**src/rtl/gate_unit_pkg.sv**
```systemverilog
// Shared definitions for the gate_unit_arbiter slice: opcode values and FSM state encoding.
package gate_unit_pkg;

  localparam logic [1:0] OP_NOT = 2'd0;
  localparam logic [1:0] OP_AND = 2'd1;
  localparam logic [1:0] OP_OR  = 2'd2;
  localparam logic [1:0] OP_XOR = 2'd3;

  typedef enum logic [1:0] {
    ST_IDLE = 2'd0,
    ST_EXEC = 2'd1,
    ST_RESP = 2'd2
  } state_e;

endpackage

```
**src/rtl/gate_unit_arbiter_rr_pick.sv**
```systemverilog
// Combinational round-robin picker: first set bit of req searching upward from last+1.
module rr_pick #(
  parameter int NUM_REQ = 4,
  parameter int ID_W    = $clog2(NUM_REQ)
) (
  input  logic [NUM_REQ-1:0] req,
  input  logic [ID_W-1:0]    last,
  output logic [ID_W-1:0]    winner,
  output logic               found
);

  localparam logic [ID_W:0] NUM_REQ_W = (ID_W+1)'(NUM_REQ);

  logic [ID_W:0] cand;

  // NUM_REQ need not be a power of two, so wrap by compare-and-subtract.
  always_comb begin
    winner = '0;
    found  = 1'b0;
    cand   = '0;
    for (int k = 1; k <= NUM_REQ; k++) begin
      cand = {1'b0, last} + (ID_W+1)'(k);
      if (cand >= NUM_REQ_W) begin
        cand = cand - NUM_REQ_W;
      end
      if (!found && req[cand[ID_W-1:0]]) begin
        winner = cand[ID_W-1:0];
        found  = 1'b1;
      end
    end
  end

endmodule

```
**src/rtl/gate_unit_arbiter.sv**
```systemverilog
// Round-robin sequencer sharing one NOT/AND/OR/XOR gate + DFF stage among NUM_REQ requesters.
// Define ARB_LOCK_EN to add the lock port and bounded re-grant to a locking requester.
module gate_unit_arbiter
  import gate_unit_pkg::*;
#(
  parameter int NUM_REQ  = 4,
  parameter int ID_W     = $clog2(NUM_REQ)
`ifdef ARB_LOCK_EN
  , parameter int MAX_LOCK = 3
`endif
) (
  input  logic                 clk,
  input  logic                 rst,
  input  logic [NUM_REQ-1:0]   req,
  input  logic [2*NUM_REQ-1:0] op,
  input  logic [NUM_REQ-1:0]   opa,
  input  logic [NUM_REQ-1:0]   opb,
`ifdef ARB_LOCK_EN
  input  logic [NUM_REQ-1:0]   lock,
`endif
  output logic [NUM_REQ-1:0]   gnt,
  output logic                 rsp_valid,
  output logic [ID_W-1:0]      rsp_id,
  output logic                 rsp_data,
  output logic                 busy,
  output logic [1:0]           dbg_state
);

  localparam logic [ID_W-1:0] LAST_RST = ID_W'(NUM_REQ - 1);

  state_e               state_q, state_d;
  logic [NUM_REQ-1:0]   gnt_q, gnt_d;
  logic                 rsp_valid_q, rsp_valid_d;
  logic [ID_W-1:0]      rsp_id_q, rsp_id_d;
  logic                 rsp_data_q, rsp_data_d;
  logic                 busy_q, busy_d;
  logic [ID_W-1:0]      last_q, last_d;
  logic [1:0]           op_q, op_d;
  logic                 a_q, a_d;
  logic                 b_q, b_d;

  logic [ID_W-1:0]      rr_winner;
  logic                 rr_found;
  logic [ID_W-1:0]      pick;
  logic                 pick_vld;
  logic                 gate_out;

  rr_pick #(
    .NUM_REQ (NUM_REQ),
    .ID_W    (ID_W)
  ) u_pick (
    .req    (req),
    .last   (last_q),
    .winner (rr_winner),
    .found  (rr_found)
  );

`ifdef ARB_LOCK_EN
  localparam int              LOCK_W     = (MAX_LOCK < 1) ? 1 : $clog2(MAX_LOCK + 1);
  localparam logic [LOCK_W-1:0] LOCK_MAX = LOCK_W'(MAX_LOCK);

  logic [LOCK_W-1:0] lock_cnt_q, lock_cnt_d;
  logic              lock_hold;

  // A locking owner of the previous grant keeps the unit for at most MAX_LOCK extra ops.
  always_comb begin
    lock_hold = req[last_q] && lock[last_q] && (lock_cnt_q < LOCK_MAX);
    pick      = lock_hold ? last_q : rr_winner;
    pick_vld  = lock_hold || rr_found;
  end

  always_comb begin
    lock_cnt_d = lock_cnt_q;
    if (state_q == ST_IDLE) begin
      if (req == '0) begin
        lock_cnt_d = '0;
      end else if (lock_hold) begin
        lock_cnt_d = lock_cnt_q + LOCK_W'(1);
      end else if (rr_winner != last_q) begin
        lock_cnt_d = '0;
      end
    end
  end
`else
  always_comb begin
    pick     = rr_winner;
    pick_vld = rr_found;
  end
`endif

  // Shared gate stage; evaluates only the latched operands so live inputs cannot disturb it.
  always_comb begin
    gate_out = 1'b0;
    case (op_q)
      OP_NOT:  gate_out = ~a_q;
      OP_AND:  gate_out = a_q & b_q;
      OP_OR:   gate_out = a_q | b_q;
      OP_XOR:  gate_out = a_q ^ b_q;
      default: gate_out = 1'b0;
    endcase
  end

  always_comb begin
    state_d     = state_q;
    gnt_d       = '0;
    rsp_valid_d = 1'b0;
    rsp_id_d    = rsp_id_q;
    rsp_data_d  = rsp_data_q;
    last_d      = last_q;
    op_d        = op_q;
    a_d         = a_q;
    b_d         = b_q;
    case (state_q)
      ST_IDLE: begin
        if (pick_vld) begin
          gnt_d[pick] = 1'b1;
          last_d      = pick;
          op_d        = op[{pick, 1'b0} +: 2];
          a_d         = opa[pick];
          b_d         = opb[pick];
          state_d     = ST_EXEC;
        end
      end
      ST_EXEC: begin
        rsp_data_d  = gate_out;
        rsp_id_d    = last_q;
        rsp_valid_d = 1'b1;
        state_d     = ST_RESP;
      end
      ST_RESP: begin
        state_d = ST_IDLE;
      end
      default: begin
        state_d = ST_IDLE;
      end
    endcase
    busy_d = (state_d != ST_IDLE);
  end

  always_ff @(posedge clk) begin
    if (rst) begin
      state_q     <= ST_IDLE;
      gnt_q       <= '0;
      rsp_valid_q <= 1'b0;
      rsp_id_q    <= '0;
      rsp_data_q  <= 1'b0;
      busy_q      <= 1'b0;
      last_q      <= LAST_RST;
      op_q        <= 2'd0;
      a_q         <= 1'b0;
      b_q         <= 1'b0;
`ifdef ARB_LOCK_EN
      lock_cnt_q  <= '0;
`endif
    end else begin
      state_q     <= state_d;
      gnt_q       <= gnt_d;
      rsp_valid_q <= rsp_valid_d;
      rsp_id_q    <= rsp_id_d;
      rsp_data_q  <= rsp_data_d;
      busy_q      <= busy_d;
      last_q      <= last_d;
      op_q        <= op_d;
      a_q         <= a_d;
      b_q         <= b_d;
`ifdef ARB_LOCK_EN
      lock_cnt_q  <= lock_cnt_d;
`endif
    end
  end

  assign gnt       = gnt_q;
  assign rsp_valid = rsp_valid_q;
  assign rsp_id    = rsp_id_q;
  assign rsp_data  = rsp_data_q;
  assign busy      = busy_q;
  assign dbg_state = state_q;

endmodule

```
**config.mk**
```make
export PLATFORM = sky130hd
export DESIGN_NAME = gate_unit_arbiter
export DESIGN_NICKNAME = d
export VERILOG_FILES = /design/src/rtl/gate_unit_pkg.sv /design/src/rtl/gate_unit_arbiter_rr_pick.sv /design/src/rtl/gate_unit_arbiter.sv
export SDC_FILE = /design/constraint.sdc
export NUM_CORES = 1
export LEC_CHECK = 0
export ABC_AREA = 1
export ABC_CLOCK_PERIOD_IN_PS = 2290
export CAP_MARGIN = 20
export CORE_MARGIN = 2
export CORE_UTILIZATION = 50
export DETAILED_ROUTE_END_ITERATION = 12
export DONT_BUFFER_PORTS = 1
export GPL_ROUTABILITY_DRIVEN = 0
export GPL_TIMING_DRIVEN = 0
export HOLD_SLACK_MARGIN = 0.03
export MAX_ROUTING_LAYER = met4
export SLEW_MARGIN = 20
export SYNTH_ARGS = -nofsm -noshare
export SYNTH_HDL_FRONTEND = slang
export SYNTH_SLANG_ARGS = --single-unit
```
**constraint.sdc**
```tcl
create_clock -name clk -period 2.29 [get_ports clk]
set_input_delay 0.458 -clock clk [delete_from_list [all_inputs] [get_ports clk]]
set_output_delay 0.458 -clock clk [all_outputs]
set_load 0.01 [all_outputs]
```
==> flow_summary.toml, run 1 <==
[clocking]
cts_tree = "built"
cts_buffers = 3
cts_setup_buffers = 0
htreeDepth = 1
max-clock-path-buffers = 2
clkSlewWorstSetupHoldPaths_ns = 0.09
clock_latency_ns = 0.28
cts-root-buf = "clkbuf_4"
ctsResizeCount = 0
cts_sinks = 16
cts-hold-fix-buffers = 0

[worst_setup_path]
worstPathArrival_ns = 2.08
worstSetupPathType = "register to register"
critPathCaptureType = "register"
worst-endpoint-required_ns = 2.48
setup.worst_path.start_class = "register"
critPathMaxFanout = 10

[floorplanning]
die-area_um2 = 2705
die_x_um = 52.01
row_count = 17
io_pins = 33
coreArea_um2 = 2191
start_util_pct = 52.60
die_height_um = 52.01

[sta]
rsz0062_at_grt = "false"
hold_violations = 0
worstMarginPinSlew_ns = 0.3692
setup_viol = 0
tns_ns = 0
whs_ns = 0.4171
slew_headroom_pct = 75.39
clock_skew_ns = 0.005215
slew_viol_final = 0
timing.fmax_mhz = 529.2
min_period_over_period_pct = 82.53
fin_crit_ns = 1.890

[placed_design]
dp_hpwl_um = 1939
port_buffers = 0
place_inst = 203

[routing]
viasPerCell = 5.174
via_count = 1071
drt-wirelength-per-cell_um = 11.46
drc = 0
drtPass1Iterations = 4
routed_wl_um = 2372
drt_iter0_markers = 33
ant_nets = 0

[power_and_ir_drop]
power_mw = 1.986
ir_worst_vdd_mv = 0.8407
p_leak_nw = 0.6379
p_per_area_nw_per_um2 = 1623

[cells_and_area]
instances_no_fill = 207
ff_latch_area_um2 = 320.3
antenna_cells = 0
area_delta_synth_final_pct = 6.189
final_layout_size_suffix_gt1_share_pct = 20.67
nets = 204
nFillCells = 229
multi_input_area_um2 = 710.7

[yosys]
syn_area_um2 = 1152
synthCells = 175
ys.warnings.count = 0
synth_cell_types = 22
ys_seq_elements = 16
synth-seq-area-share_pct = 27.80
synth_nets = 199
syn_avg_cell_area_um2 = 6.585

[global_routing]
grt_max_degree = 11
antenna_found_initial = 0
grt_pass1_vias = 964
grt_use_total_pct = 19.96
grt_pass1_wl_um = 3967
grt_overflow = 0

[run_status]
outcome = "completed"

[hold_path]
hold_class = "input port to register"

[flow_run]
drv_cap = 0
[worst paths after layout]
check	endpoint	startpoint	cells after the start	slack, ns
setup / recovery	a_q	last_q[1]	16	0.40
hold / removal	op_q[0]	op[4]	4	0.42
setup reg to reg	a_q	last_q[1]	16	0.40
hold reg to reg	op_q[1]	op_q[1]	4	0.58
[metal layers]
| layer | vias up | part of all wire (%) | GRT usage, % |
|---|---|---|---|
| met1 | 467 | 47 | 24.87 |
| met4 | 0 | 0.89 | 4.386 |
| met5 | - | 0 | - |
| met2 | 28 | 47 | 32.07 |
| met3 | 2 | 4.7 | 5.747 |
| li1 | 574 | - | - |
[report_power, final]
part / total [mW] / switching [mW] / internal [mW]
logic: 1.32 / 0.863 / 0.460
clock network: 0.183 / 0.0867 / 0.0968
registers: 0.479 / 0.0988 / 0.380
total: 1.99 / 1.05 / 0.937
[logic make-up (layout without fill, tap and decap cells)]
family                     count (synthesis)  after routing  share of synthesized area, %
and+or+nand+nor                          111            111                         50.05
AOI/OAI and AO/OA                         21             21                         9.446
DFF                                       16             16                         27.80
adders and majority gates                  2              2                         2.171
buffers and inverters                     25             29                         10.53
[critical path, cell delays in order, from the launching register on]
cell and delay (ns):
dfxtp_1 0.47, inv_2 0.13, nand2_1 0.10, nand2_2 0.09
nand2_1 0.09, nand2_1 0.05, nand2_1 0.09, nand2_1 0.09
nand2_4 0.10, nand3_2 0.08, buf_6 0.16, nand2_2 0.05
nand2_1 0.04, nand2_1 0.05, nand3_1 0.10, nand2_1 0.07
inv_1 0.03
[metrics by stage]
stage	area [µm²]	utilization, %	worst slack (ns)
CTS	1224	55.85	0.3836
global route	1224	55.85	0.1282
finish	1224	55.85	0.4002
floorplan	1152	-	0.6520
detailed placement	1187	54.20	0.3961
global placement	1187	54.20	0.4180
[cell usage after synthesis, drive strengths merged]
cell	number	share of area, %
clkinv	1	0.43
dfxtp	16	28
nand3	19	11
nor2	9	4.8
nand4	7	3.8
a21oi	12	5.5
nor3	4	1.7
o21ai	9	3.9
inv	19	6.2
clkbuf	1	0.33
ha	2	2.2
nand2	72	29
buf	4	3.6
[state kept, by name, summed over array words and instances (netlist names)]
register and count:
last_q 2, gnt 4, rsp_data 1, a_q 1
dbg_state 2, rsp_id 2, op_q 2, b_q 1
busy 1
[layout make-up]
class	count	area share, %
Buffer	5	3.681
Clock buffer	4	2.965
Inverter	20	6.237
Multi-Input combinational cell	134	58.08
Sequential cell	16	26.18
Tap cell	28	2.863
[placed cells by master, fill, tap and decap left out, drive strengths merged]
master  synthesis  final
nand2          72     72
inv            19     19
nand3          19     19
dfxtp          16     16
a21oi          12     12
o21ai           9      9
nor2            9      9
nand4           7      7
clkbuf          1      5
nor3            4      4
buf             4      4
ha              2      2
clkinv          1      1
(Power assumes the default switching activity.)
==> run 2, diff against run 1 <==
--- a/config.mk
+++ b/config.mk
@@ -6,7 +6,7 @@
 export NUM_CORES = 1
 export LEC_CHECK = 0
 export ABC_AREA = 1
-export ABC_CLOCK_PERIOD_IN_PS = 2290
+export ABC_CLOCK_PERIOD_IN_PS = 1800
 export CAP_MARGIN = 20
 export CORE_MARGIN = 2
 export CORE_UTILIZATION = 50
==> constraint.sdc (replaced) <==
create_clock -name clk -period 1.8 [get_ports clk]
set_input_delay 0.36 -clock clk [delete_from_list [all_inputs] [get_ports clk]]
set_output_delay 0.36 -clock clk [all_outputs]
set_load 0.01 [all_outputs]
==> run 2 against run 1 <==
- hold slack worse by 0.081 ns
- sequential power is 30% higher
- combinational power up 84%
- non-clock buffer count up 16
- die area unchanged
- global-route usage increased by 0.62 points
==> flow_summary.toml, run 2 (synthesized netlist as in run 1, its figures left out) <==
[run_status]
outcome = "completed"

[hold_path]
hold_class = "input port to register"

[cells_and_area]
nets = 220
antenna_cells = 0
area_delta_synth_final_pct = 31.49
final_common_cell = "nand2_1"
final_cell_mix = "43 x nand2_1, 17 x nand2_2, 15 x inv_1"
final_layout_size_suffix_gt1_share_pct = 37.95
instances_no_fill = 223
largest_reg_flops = 4
stdcell_area_um2 = 1515

[routing]
viasPerCell = 5.372
drc = 0
drt_iter0_markers = 23
routed_wl_um = 2975
ant_nets = 0
drtPass1Iterations = 4
via_count = 1198
drt-wirelength-per-cell_um = 13.34

[sta]
tns_ns = 0
clock_skew_ns = 0.003526
worstMarginPinSlew_ns = 0.3710
hold_violations = 0
rsz0062_at_grt = "true"
fin_crit_ns = 1.747
slew_headroom_pct = 75.26
worst_slack_ns = 0.05329
slew_viol_final = 0
timing.fmax_mhz = 572.5
min_period_over_period_pct = 97.04
setup_viol = 0

[floorplanning]
start_util_pct = 52.60
row_count = 17
die-area_um2 = 2705
coreArea_um2 = 2191
die_height_um = 52.01
die_x_um = 52.01
io_pins = 33

[worst_setup_path]
worstSetupPathType = "register to register"
critPathCaptureType = "register"
critPathMaxFanout = 10
setup.worst_path.start_class = "register"
worstPathArrival_ns = 1.96
worst-endpoint-required_ns = 2.01

[placed_design]
postPlaceCellArea_um2 = 1187
dp_hpwl_um = 1939
place_ws_ns = -0.09389
place_inst = 203
port_buffers = 0

[clocking]
cts-root-buf = "clkbuf_4"
max-clock-path-buffers = 2
clock_latency_ns = 0.28
clkSlewWorstSetupHoldPaths_ns = 0.09
cts-hold-fix-buffers = 0
cts_sinks = 16
htreeDepth = 1
cts_tree = "built"
cts_buffers = 3

[power_and_ir_drop]
p_leak_nw = 0.7697
power_mw = 3.291
ir_worst_vdd_mv = 1.375
p_per_area_nw_per_um2 = 2172

[global_routing]
antenna_found_initial = 0
grt_pass1_vias = 989
grt_max_degree = 11
grt_use_total_pct = 20.58
grt_pass1_wl_um = 4077
grt_overflow = 0

[flow_run]
drv_cap = 0
## run 2: cell types whose count changed in the layout (fill, tap and decap cells not counted), moves of 3 or more
| cell | delta |
|---|---|
| nand2_4 | +8 |
| nand2_2 | +3 |
| nand3_2 | +4 |
| nand2_1 | -11 |
| buf_4 | +12 |
| nand3_1 | -6 |
| inv_4 | +4 |
## run 2: worst paths after layout
| check | startpoint | to | slack [ns] | depth (start not counted) |
|---|---|---|---|---|
| worst max-delay path | last_q[0] | gnt[0] | 0.05 | 11 |
| worst min-delay path | op[6] | op_q[0] | 0.34 | 4 |
| worst max register to register | last_q[0] | gnt[0] | 0.05 | 11 |
| worst min register to register | last_q[1] | last_q[1] | 0.53 | 2 |
## run 2: per-layer routing
metal	GRT usage [%]	routed length, µm	up-vias
met1	25.40	1235	542
met3	5.747	168	2
met2	33.54	1550	49
met4	4.386	21	0
met5	-	0	-
li1	-	-	605
## run 2: where the power goes
| group | total (mW) | leakage [nW] | switching [mW] | internal, mW |
|---|---|---|---|---|
| Clock | 0.236 | 0.0210 | 0.113 | 0.123 |
| Combinational | 2.43 | 0.616 | 1.42 | 1.01 |
| Sequential | 0.624 | 0.133 | 0.129 | 0.495 |
| Total | 3.29 | 0.770 | 1.66 | 1.63 |
## run 2: layout make-up
class | count | area [µm²]
Buffer | 5 | 52.55
Clock buffer | 4 | 36.28
Fill cell | 197 | 675.6
Inverter | 20 | 85.08
Multi-Input combinational cell | 134 | 835.8
Sequential cell | 16 | 327.8
Tap cell | 28 | 35.03
Timing Repair Buffer | 16 | 142.6
## run 2: through the flow
step	hold slack [ns]	util (%)
final	0.3362	69.16
after global routing	0.3493	69.16
after CTS	0.3113	57.91
after detailed placement	0.5672	54.20
after global placement	0.5584	54.20
after floorplan	0.5282	-
## run 2: critical path, stage by stage, from the launching register on
cell and delay, ns:
dfxtp_4 0.39, inv_4 0.05, buf_8 0.13, nand2_1 0.05
nand2_1 0.08, nand2_1 0.08, nand2_1 0.12, nand3_4 0.16
nand3_2 0.20, nor2_2 0.17, inv_1 0.10, nor3_1 0.14
## run 2: what timing repair did
item	in CTS	in global routing
resized for setup	5	39
endpoints found under the setup margin	5	9
pin swaps	1	24
gates cloned	0	2
buffers inserted	4	10
==> run 3, diff against run 2 <==
--- a/config.mk
+++ b/config.mk
@@ -8,14 +8,19 @@
 export ABC_AREA = 1
 export ABC_CLOCK_PERIOD_IN_PS = 1800
 export CAP_MARGIN = 20
+export CELL_PAD_IN_SITES_DETAIL_PLACEMENT = 0
+export CELL_PAD_IN_SITES_GLOBAL_PLACEMENT = 2
 export CORE_MARGIN = 2
-export CORE_UTILIZATION = 50
+export CORE_UTILIZATION = 34
+export CTS_BUF_LIST = sky130_fd_sc_hd__clkbuf_2 sky130_fd_sc_hd__clkbuf_4 sky130_fd_sc_hd__clkbuf_8
+export CTS_CLUSTER_SIZE = 8
 export DETAILED_ROUTE_END_ITERATION = 12
 export DONT_BUFFER_PORTS = 1
 export GPL_ROUTABILITY_DRIVEN = 0
 export GPL_TIMING_DRIVEN = 0
 export HOLD_SLACK_MARGIN = 0.03
 export MAX_ROUTING_LAYER = met4
+export PLACE_DENSITY_LB_ADDON = 0.1
 export SLEW_MARGIN = 20
 export SYNTH_ARGS = -nofsm -noshare
 export SYNTH_HDL_FRONTEND = slang
==> run 3 against run 2 <==
- global-route usage is 5.4 points lower
- clock skew is 0.0012 ns higher
- routed wire length is 3.1% higher
- register-to-register slack worse by 0.02 ns
- sequential power is 2% higher
- via count is 1.5% lower
- sequential share of layout area is 0.18 points lower
- first-iteration DRC count is 13% higher
- design area is 0.83% higher
- total power is 1.1% lower
- fmax is 1.3% lower
- non-clock buffer count is 1 higher
==> flow_summary.toml, run 3 (synthesized netlist as in run 1, its figures left out) <==
[global_routing]
grt_use_total_pct = 15.20
grt_pass1_wl_um = 4636
grt_overflow = 0
grt_max_degree = 11
grt_pass1_vias = 1066
antenna_found_initial = 0

[worst_setup_path]
startpoint = "last_q[0]"
worst-endpoint-required_ns = 1.98
worstSetupEndpoint = "a_q"
r2r-start = "last_q[0]"
worstRegToRegCells = 16
worstPathArrival_ns = 1.95
critPathMaxFanout = 6
setup.worst_path.start_class = "register"
critPathCaptureType = "register"
timing.reg2reg.setup_slack_ns = 0.03
worstSetupPathType = "register to register"
r2r-end = "a_q"

[routing]
drt-met1-wl_um = 1402
via_count = 1180
wl_met3_um = 96
routed_wl_um = 3067
drtPass1Iterations = 4
wl_met2_um = 1514
drt_iter0_markers = 26
dr.max_layer_used = "met4"
viasPerCell = 4.876
drt-wirelength-per-cell_um = 12.67
drc = 0
ant_nets = 0

[floorplanning]
start_util_pct = 35.09
die_x_um = 62.22
io_pins = 33
die-area_um2 = 3871
die_height_um = 62.22
row_count = 21
coreArea_um2 = 3284

[power_and_ir_drop]
power_frac_comb_pct = 75.1
p_per_area_nw_per_um2 = 2131
p_clk_share_pct = 5.4
p_int_mw = 1.580
ir_worst_vdd_mv = 0.8868
pwr-share-seq_pct = 19.5
p_leak_nw = 0.7548
switching_share_pct = 51.48
p_sw_mw = 1.676
power_mw = 3.256

[run_status]
outcome = "completed"

[clocking]
htreeDepth = 1
cts-root-buf = "clkbuf_4"
cts_buffers = 3
cts_tree = "built"
clkSlewWorstSetupHoldPaths_ns = 0.09
clock_latency_ns = 0.28
max-clock-path-buffers = 2
cts_sinks = 16

[cells_and_area]
largest_reg_flops = 4
nFillCells = 348
nets = 222
final_layout_size_suffix_gt1_share_pct = 39.80
final_cell_mix = "41 x nand2_1, 25 x nand2_2, 16 x buf_4"
antenna_cells = 0
final_common_cell = "nand2_1"
instances_no_fill = 242
area_delta_synth_final_pct = 32.57

[sta]
slew_viol_final = 0
slew_headroom_pct = 69.37
tns_ns = 0
clock_skew_ns = 0.004678
min_period_over_period_pct = 98.28
rsz0062_at_grt = "true"
hold_violations = 0
fin_crit_ns = 1.769
worstMarginPinSlew_ns = 0.4594
setup_viol = 0
timing.fmax_mhz = 565.3

[placed_design]
port_buffers = 0
dp_hpwl_um = 2094
place_inst = 221

[hold_path]
hold_class = "input port to register"
holdPathStages = 4

[flow_run]
drv_cap = 0
run 3: critical path, cell delays in order, from the launching register on:
cell	delay (ns)
dfxtp_4	0.38
buf_4	0.14
nand2_1	0.06
nand2_2	0.10
nand2_2	0.11
nand2_2	0.05
nand2_2	0.10
nand2_2	0.07
nand2_4	0.10
nand3_4	0.09
buf_6	0.14
nand2_2	0.06
nand2_2	0.05
nand2_2	0.06
nand3_2	0.08
nand2_1	0.06
inv_1	0.04
run 3: area by class of cell:
class / instances / area (µm²) / share of cell area (%)
Tap cell: 46 / 57.56 / 3.767
Multi-Input combinational cell: 135 / 837.1 / 54.79
Timing Repair Buffer: 17 / 142.6 / 9.337
Inverter: 20 / 87.58 / 5.733
Sequential cell: 16 / 327.8 / 21.46
Buffer: 5 / 52.55 / 3.440
Clock buffer: 3 / 22.52 / 1.474
run 3: repair_timing:
action,CTS,global route
gates cloned,1,2
setup endpoints to repair,8,10
hold buffers,0,0
buffers inserted,4,11
pin swaps,2,13
gates resized for setup,10,33
run 3: worst min path at each step:
| stage | start | to | slack, ns |
|---|---|---|---|
| after floorplan | op_q[1] | op_q[1] | 0.53 |
| after global placement | b_q | b_q | 0.56 |
| after detailed placement | b_q | b_q | 0.57 |
| after CTS | op[4] | op_q[0] | 0.33 |
| after global routing | op[4] | op_q[0] | 0.37 |
| final | op[4] | op_q[0] | 0.34 |
run 3: metrics by stage:
step	hold slack [ns]	worst slack (ns)	util, %	instance area [µm²]
detailed placement	0.5666	-0.1341	36.84	1210
floorplan	0.5282	0.1620	-	1152
CTS	0.3282	-0.01351	39.77	1306
global placement	0.5615	-0.1272	36.84	1210
global route	0.3664	-0.09187	46.51	1528
finish	0.3448	0.03094	46.51	1528
run 3: power by group through the flow:
stage	registers (mW)	clock network, mW	logic, mW
after CTS	0.623	0.189	1.98
after global routing	0.650	0.206	2.72
after floorplan	0.595	0	1.42
final	0.634	0.177	2.45
after detailed placement	0.619	0	1.74
after global placement	0.620	0	1.71
run 3: layer usage:
layer | global-route usage (%) | vias to the layer above
li1 | - | 609
met4 | 3.333 | 0
met5 | - | -
met3 | 3.804 | 6
met1 | 18.39 | 533
met2 | 25.68 | 32
